`config.mk`:
```
export PLATFORM = sky130hd
export DESIGN_NAME = multicycle_ctrl
export DESIGN_NICKNAME = d
export VERILOG_FILES = /design/src/rtl/multicycle_ctrl_pkg.sv /design/src/rtl/multicycle_ctrl_alu_decoder.sv /design/src/rtl/multicycle_ctrl.sv
export SDC_FILE = /design/constraint.sdc
export NUM_CORES = 1
export LEC_CHECK = 0
export CORE_MARGIN = 1
export CORE_UTILIZATION = 24
export DETAILED_ROUTE_END_ITERATION = 6
export GPL_TIMING_DRIVEN = 0
export HOLD_SLACK_MARGIN = 0.06
export PLACE_DENSITY = 0.88
export SLEW_MARGIN = 5
export SYNTH_ARGS = -nofsm -noshare
export SYNTH_HDL_FRONTEND = slang
export SYNTH_SLANG_ARGS = --single-unit
```
`constraint.sdc`:
```
create_clock -name clk -period 2.5 [get_ports clk]
set_clock_uncertainty 0.2 [all_clocks]
set_input_delay 0.75 -clock clk [delete_from_list [all_inputs] [get_ports clk]]
set_output_delay 0.75 -clock clk [all_outputs]
set_load 0.005 [all_outputs]
```
`src/rtl/multicycle_ctrl_pkg.sv`:
```
// Shared encodings for the multicycle control unit: opcodes, ALU operation
// codes (also used by the ALU) and FSM state encoding.
package multicycle_ctrl_pkg;

  localparam logic [6:0] OP_R   = 7'b0110011;
  localparam logic [6:0] OP_I   = 7'b0010011;
  localparam logic [6:0] OP_LW  = 7'b0000011;
  localparam logic [6:0] OP_SW  = 7'b0100011;
  localparam logic [6:0] OP_BEQ = 7'b1100011;

  localparam logic [3:0] ALU_AND = 4'b0000;
  localparam logic [3:0] ALU_OR  = 4'b0001;
  localparam logic [3:0] ALU_ADD = 4'b0010;
  localparam logic [3:0] ALU_SUB = 4'b0110;
  localparam logic [3:0] ALU_SLT = 4'b0111;
  localparam logic [3:0] ALU_SRL = 4'b1000;
  localparam logic [3:0] ALU_SLL = 4'b1001;
  localparam logic [3:0] ALU_SRA = 4'b1010;
  localparam logic [3:0] ALU_XOR = 4'b1101;

  typedef enum logic [2:0] {
    S_IF  = 3'd0,
    S_ID  = 3'd1,
    S_EX  = 3'd2,
    S_MEM = 3'd3,
    S_WB  = 3'd4
  } state_t;

  // Returns {unsupported, alu_ctrl} for the ALU-class opcodes.
  // is_r selects the R-type meaning of instr[30] for funct3=000.
  function automatic logic [4:0] alu_funct(input logic [2:0] funct3,
                                           input logic       is_r,
                                           input logic       bit30);
    logic [4:0] r;
    r = {1'b0, ALU_ADD};
    case (funct3)
      3'b000:  r = {1'b0, (is_r && bit30) ? ALU_SUB : ALU_ADD};
      3'b001:  r = {1'b0, ALU_SLL};
      3'b010:  r = {1'b0, ALU_SLT};
      3'b100:  r = {1'b0, ALU_XOR};
      3'b101:  r = {1'b0, bit30 ? ALU_SRA : ALU_SRL};
      3'b110:  r = {1'b0, ALU_OR};
      3'b111:  r = {1'b0, ALU_AND};
      default: r = {1'b1, ALU_ADD};
    endcase
    return r;
  endfunction

endpackage

```
`src/rtl/multicycle_ctrl_alu_decoder.sv`:
```
// Combinational ALU operation decoder; flags unknown opcodes and unsupported
// funct3 values, forcing ADD so an illegal instruction behaves as a NOP.
module alu_decoder
  import multicycle_ctrl_pkg::*;
(
  input  logic [6:0] opcode,
  input  logic [2:0] funct3,
  input  logic       bit30,
  output logic [3:0] alu_ctrl,
  output logic       unsupported
);

  always_comb begin
    alu_ctrl    = ALU_ADD;
    unsupported = 1'b0;
    case (opcode)
      OP_R:          {unsupported, alu_ctrl} = alu_funct(funct3, 1'b1, bit30);
      OP_I:          {unsupported, alu_ctrl} = alu_funct(funct3, 1'b0, bit30);
      OP_LW, OP_SW:  alu_ctrl = ALU_ADD;
      OP_BEQ:        alu_ctrl = ALU_SUB;
      default:       unsupported = 1'b1;
    endcase
  end

endmodule

```
`src/rtl/multicycle_ctrl.sv`:
```
// Five-state multicycle control unit (IF, ID, EX, MEM, WB) for an RV32I
// subset; all datapath controls are combinational from state, instr and Zero.
module multicycle_ctrl
  import multicycle_ctrl_pkg::*;
#(
  parameter int ALUCTRL_W = 4
) (
  input  logic                 clk,
  input  logic                 rst,
  input  logic [31:0]          instr,
  input  logic                 Zero,
  output logic                 PCSrc,
  output logic                 ALUSrc,
  output logic                 RegWrite,
  output logic                 MemToReg,
  output logic [ALUCTRL_W-1:0] ALUCtrl,
  output logic                 loadPC,
  output logic                 MemRead,
  output logic                 MemWrite,
  output logic                 illegal,
  output logic [2:0]           state_o
);

  state_t state_q;
  state_t state_d;
  state_t state_eff;

  logic [6:0] opcode;
  logic [3:0] dec_ctrl;
  logic       dec_unsup;
  logic       is_r, is_i, is_lw, is_sw, is_beq;
  logic       dec_alu_src;
  logic       unused_instr_bits;

  assign opcode            = instr[6:0];
  assign unused_instr_bits = ^{instr[31], instr[29:15], instr[11:7]};

  alu_decoder u_alu_decoder (
    .opcode      (opcode),
    .funct3      (instr[14:12]),
    .bit30       (instr[30]),
    .alu_ctrl    (dec_ctrl),
    .unsupported (dec_unsup)
  );

  assign is_r   = (opcode == OP_R)   && !dec_unsup;
  assign is_i   = (opcode == OP_I)   && !dec_unsup;
  assign is_lw  = (opcode == OP_LW);
  assign is_sw  = (opcode == OP_SW);
  assign is_beq = (opcode == OP_BEQ);
  assign dec_alu_src = is_i || is_lw || is_sw;

  always_ff @(posedge clk) begin
    if (rst) state_q <= S_IF;
    else     state_q <= state_d;
  end

  always_comb begin
    state_d = S_IF;
    case (state_q)
      S_IF:    state_d = S_ID;
      S_ID:    state_d = S_EX;
      S_EX:    state_d = S_MEM;
      S_MEM:   state_d = S_WB;
      S_WB:    state_d = S_IF;
      default: state_d = S_IF;
    endcase
  end

  // While rst is high the outputs already look like IF, so an instruction
  // aborted by reset cannot issue its MEM or WB writes in that cycle.
  assign state_eff = rst ? S_IF : state_q;
  assign state_o   = state_q;

  always_comb begin
    PCSrc    = 1'b0;
    ALUSrc   = 1'b0;
    RegWrite = 1'b0;
    MemToReg = 1'b0;
    ALUCtrl  = ALU_ADD;
    loadPC   = 1'b0;
    MemRead  = 1'b0;
    MemWrite = 1'b0;
    illegal  = 1'b0;
    if (state_eff == S_EX || state_eff == S_MEM || state_eff == S_WB) begin
      ALUSrc  = dec_alu_src;
      ALUCtrl = dec_ctrl;
      illegal = dec_unsup;
    end
    case (state_eff)
      S_MEM: begin
        MemRead  = is_lw;
        MemWrite = is_sw;
      end
      S_WB: begin
        loadPC   = 1'b1;
        PCSrc    = is_beq && Zero;
        RegWrite = is_r || is_i || is_lw;
        MemToReg = is_lw;
      end
      default: ;
    endcase
  end

endmodule

```
==> results.py <==
metrics = {
    "run_status": {
        "outcome": "finished with violations",
        "violations": "negative setup slack",
    },
    "timing": {
        "period_needed_ps": 2690,
        "hold_viol": 0,
        "finalSetupTns_ps": -1080,
        "finalCritPeriodShare_pct": 108,
        "rsz0062_at_grt": "true",
        "worst_pin_slew_ps": 324,
        "fmax_mhz": 372,
        "worst_slack_ps": -188,
        "setup_violations": 10,
        "finalMaxSlewViolations": 0,
        "slew_headroom_pct": 78.3,
    },
    "power": {
        "total_power_mw": 0.230,
        "leakage_nw": 0.354,
        "ir_worst_vdd_mv": 0.264,
        "power_density_mw_per_mm2": 286,
    },
    "worst_setup_path": {
        "slowest_delay_ps": 310,
        "required_ps": 1550,
        "worstPathArrival_ps": 1740,
        "path_cells": "buf_6 > and4bb_2 > o2111a_2 > buf_6 > and4bb_1 > buf_2",
        "cp-start-kind": "input pin",
        "critPathKind": "in -> out",
        "critPathSlowestCell": "and4bb_2",
        "r2r-start": "state_o[0]$_SDFF_PP0_",
        "r2r_slack_ps": 1440,
        "r2r_cells": 1,
        "cp_max_fo": 3,
        "endpoint_kind": "output pin",
        "crit_top_cell": "buf_6",
        "timing.rr.end": "state_o[2]$_SDFF_PP0_",
        "path_buf_inv": 3,
        "critical-path-top-delay-family": "simple AND/OR/NAND/NOR gates",
    },
    "clock_network": {
        "cts_tree": "yes",
        "cts_buffers": 3,
        "cts.clk_slew.worst_paths_ps": 40,
        "clkSinkCount": 3,
        "clockBufferDepth": 2,
        "cts-root-buf": "clkbuf_4",
        "clk_latency_ps": 230,
        "htreeDepth": 1,
        "hold_buffers": 0,
    },
    "min_path": {
        "min_to": "state_o[0]$_SDFF_PP0_",
        "holdCritStartpoint": "state_o[2]$_SDFF_PP0_",
        "min_path_cells": 1,
        "min_path_type": "reg -> reg",
    },
    "logic_synthesis": {
        "synth_top_area_share_pct": 16.3,
        "yosysUniqueCellTypes": 26,
        "synthArstFlopShare_pct": 0,
        "synth_area_per_cell_um2": 8.02,
        "synth_area_leaders": "dfxtp_1, and4bb_1, nor2b_1",
        "postSynthCellCount": 46,
        "synth_seq_cells": 3,
        "synth_nets": 81,
        "synth_top_area_cell": "dfxtp_1",
        "synth_flop_cell": "dfxtp_1",
        "synth_common_cells": "nor3_1, nand3_1, nor2b_1",
        "synth_most_common_cell": "nor3_1",
        "synth-seq-area-share_pct": 16.3,
        "netlist_area_um2": 369,
        "synth_edf_count": 0,
        "yosys_warnings": 0,
    },
    "cells_and_area": {
        "drive_gt1_share_pct": 65.2,
        "stdcell_count": 104,
        "nets": 125,
        "ff_latch_area_um2": 60.1,
        "multi_input_area_um2": 378,
        "nFillCells": 130,
        "area_growth_pct": 118,
        "largest_reg_flops": 3,
        "finalInstanceArea_um2": 806,
        "antenna_cells": 0,
    },
    "placement": {
        "place_inst": 89,
        "io_buffers": 28,
        "gp_congestion": 0.707,
        "dpl_cell_area_um2": 668,
        "place_hpwl_um": 848,
    },
    "die": {
        "die_w_um": 41.2,
        "die_y_um": 41.2,
        "fp-row-count": 13,
        "start_util_pct": 27.0,
        "dieArea_mm2": 0.00170,
        "coreArea_mm2": 0.00137,
        "io_pins": 50,
    },
    "routing": {
        "route.detailed.vias_per_inst": 4.94,
        "drt-pass1-iter-count": 4,
        "vias": 514,
        "drc": 0,
        "wirelength_mm": 1.43,
        "wl_per_cell_um": 13.7,
        "drt-initial-drc-count": 1,
        "ant_nets": 0,
    },
    "grt": {
        "globalRouteOverflowTotal": 0,
        "grt_pass1_wl_mm": 1.68,
        "first_global_vias": 423,
        "grt_max_degree": 8,
        "grt_usage_pct": 14.9,
        "antenna_found_initial": 0,
    },
    "flow_run": {
        "cap_violations": 0,
    },
}
==> layer usage <==
layer / GRT usage (%) / routed length (µm)
met3: 1.63 / 69
met4: 7.26 / 37
met2: 26.2 / 767
met5: 0 / 0
met1: 17.6 / 551
==> final cells by class <==
class,instances,share of cell area [%]
repair buffers,39,37.4
clock buffers,4,3.26
inverters,2,0.932
well taps,15,2.33
plain buffers,1,1.71
multi-input cells,40,46.9
flip-flops and latches,3,7.45
==> logic make-up (layout without fill, tap and decap cells) <==
| group | after synthesis | count (layout) | share of synthesized area [%] |
|---|---|---|---|
| AND/OR/NAND/NOR | 28 | 28 | 54.6 |
| AO/OA/AOI/OAI | 10 | 10 | 21.4 |
| flip-flops | 3 | 3 | 16.3 |
| buffers and inverters | 3 | 46 | 3.05 |
| XOR/XNOR | 2 | 2 | 4.75 |
==> through the flow <==
stage,setup WS (ps),hold slack [ps],util [%]
CTS,-203,354,54.9
detailed placement,-982,340,48.9
finish,-188,349,59.0
global placement,-952,327,48.9
floorplan,57.8,302,-
global route,-223,386,59.0
==> worst max-delay path by stage <==
stage	start	endpoint	slack (ps)	cells after the start
final	instr[2]	ALUCtrl[3]	-190	6
after global routing	instr[2]	ALUCtrl[3]	-220	6
after CTS	instr[3]	ALUCtrl[3]	-200	6
after detailed placement	instr[4]	ALUCtrl[2]	-980	5
after global placement	instr[4]	ALUCtrl[2]	-950	5
after floorplan	instr[2]	ALUCtrl[3]	60	3
==> cell usage in the layout (no fill, tap or decap), drive strengths merged, types with 3 or more instances in the layout <==
master         count
nor2b              4
nor3               5
dfxtp              3
buf               31
and4bb             3
clkbuf             8
clkdlybuf4s50      4
nand3              5
a211oi             3
nor2               3
==> timing repair <==
action,4_1_cts,5_1_grt
pin swaps,11,10
buffers inserted,8,3
endpoints found under the setup margin,12,11
gates resized for setup,103,19
==> where the power goes <==
| group | switching (mW) | internal (mW) | leakage, nW |
|---|---|---|---|
| Sequential | 0.00888 | 0.0523 | 0.0248 |
| Combinational | 0.0355 | 0.0488 | 0.314 |
| Clock | 0.0249 | 0.0598 | 0.0150 |
(Power assumes the default switching activity.)
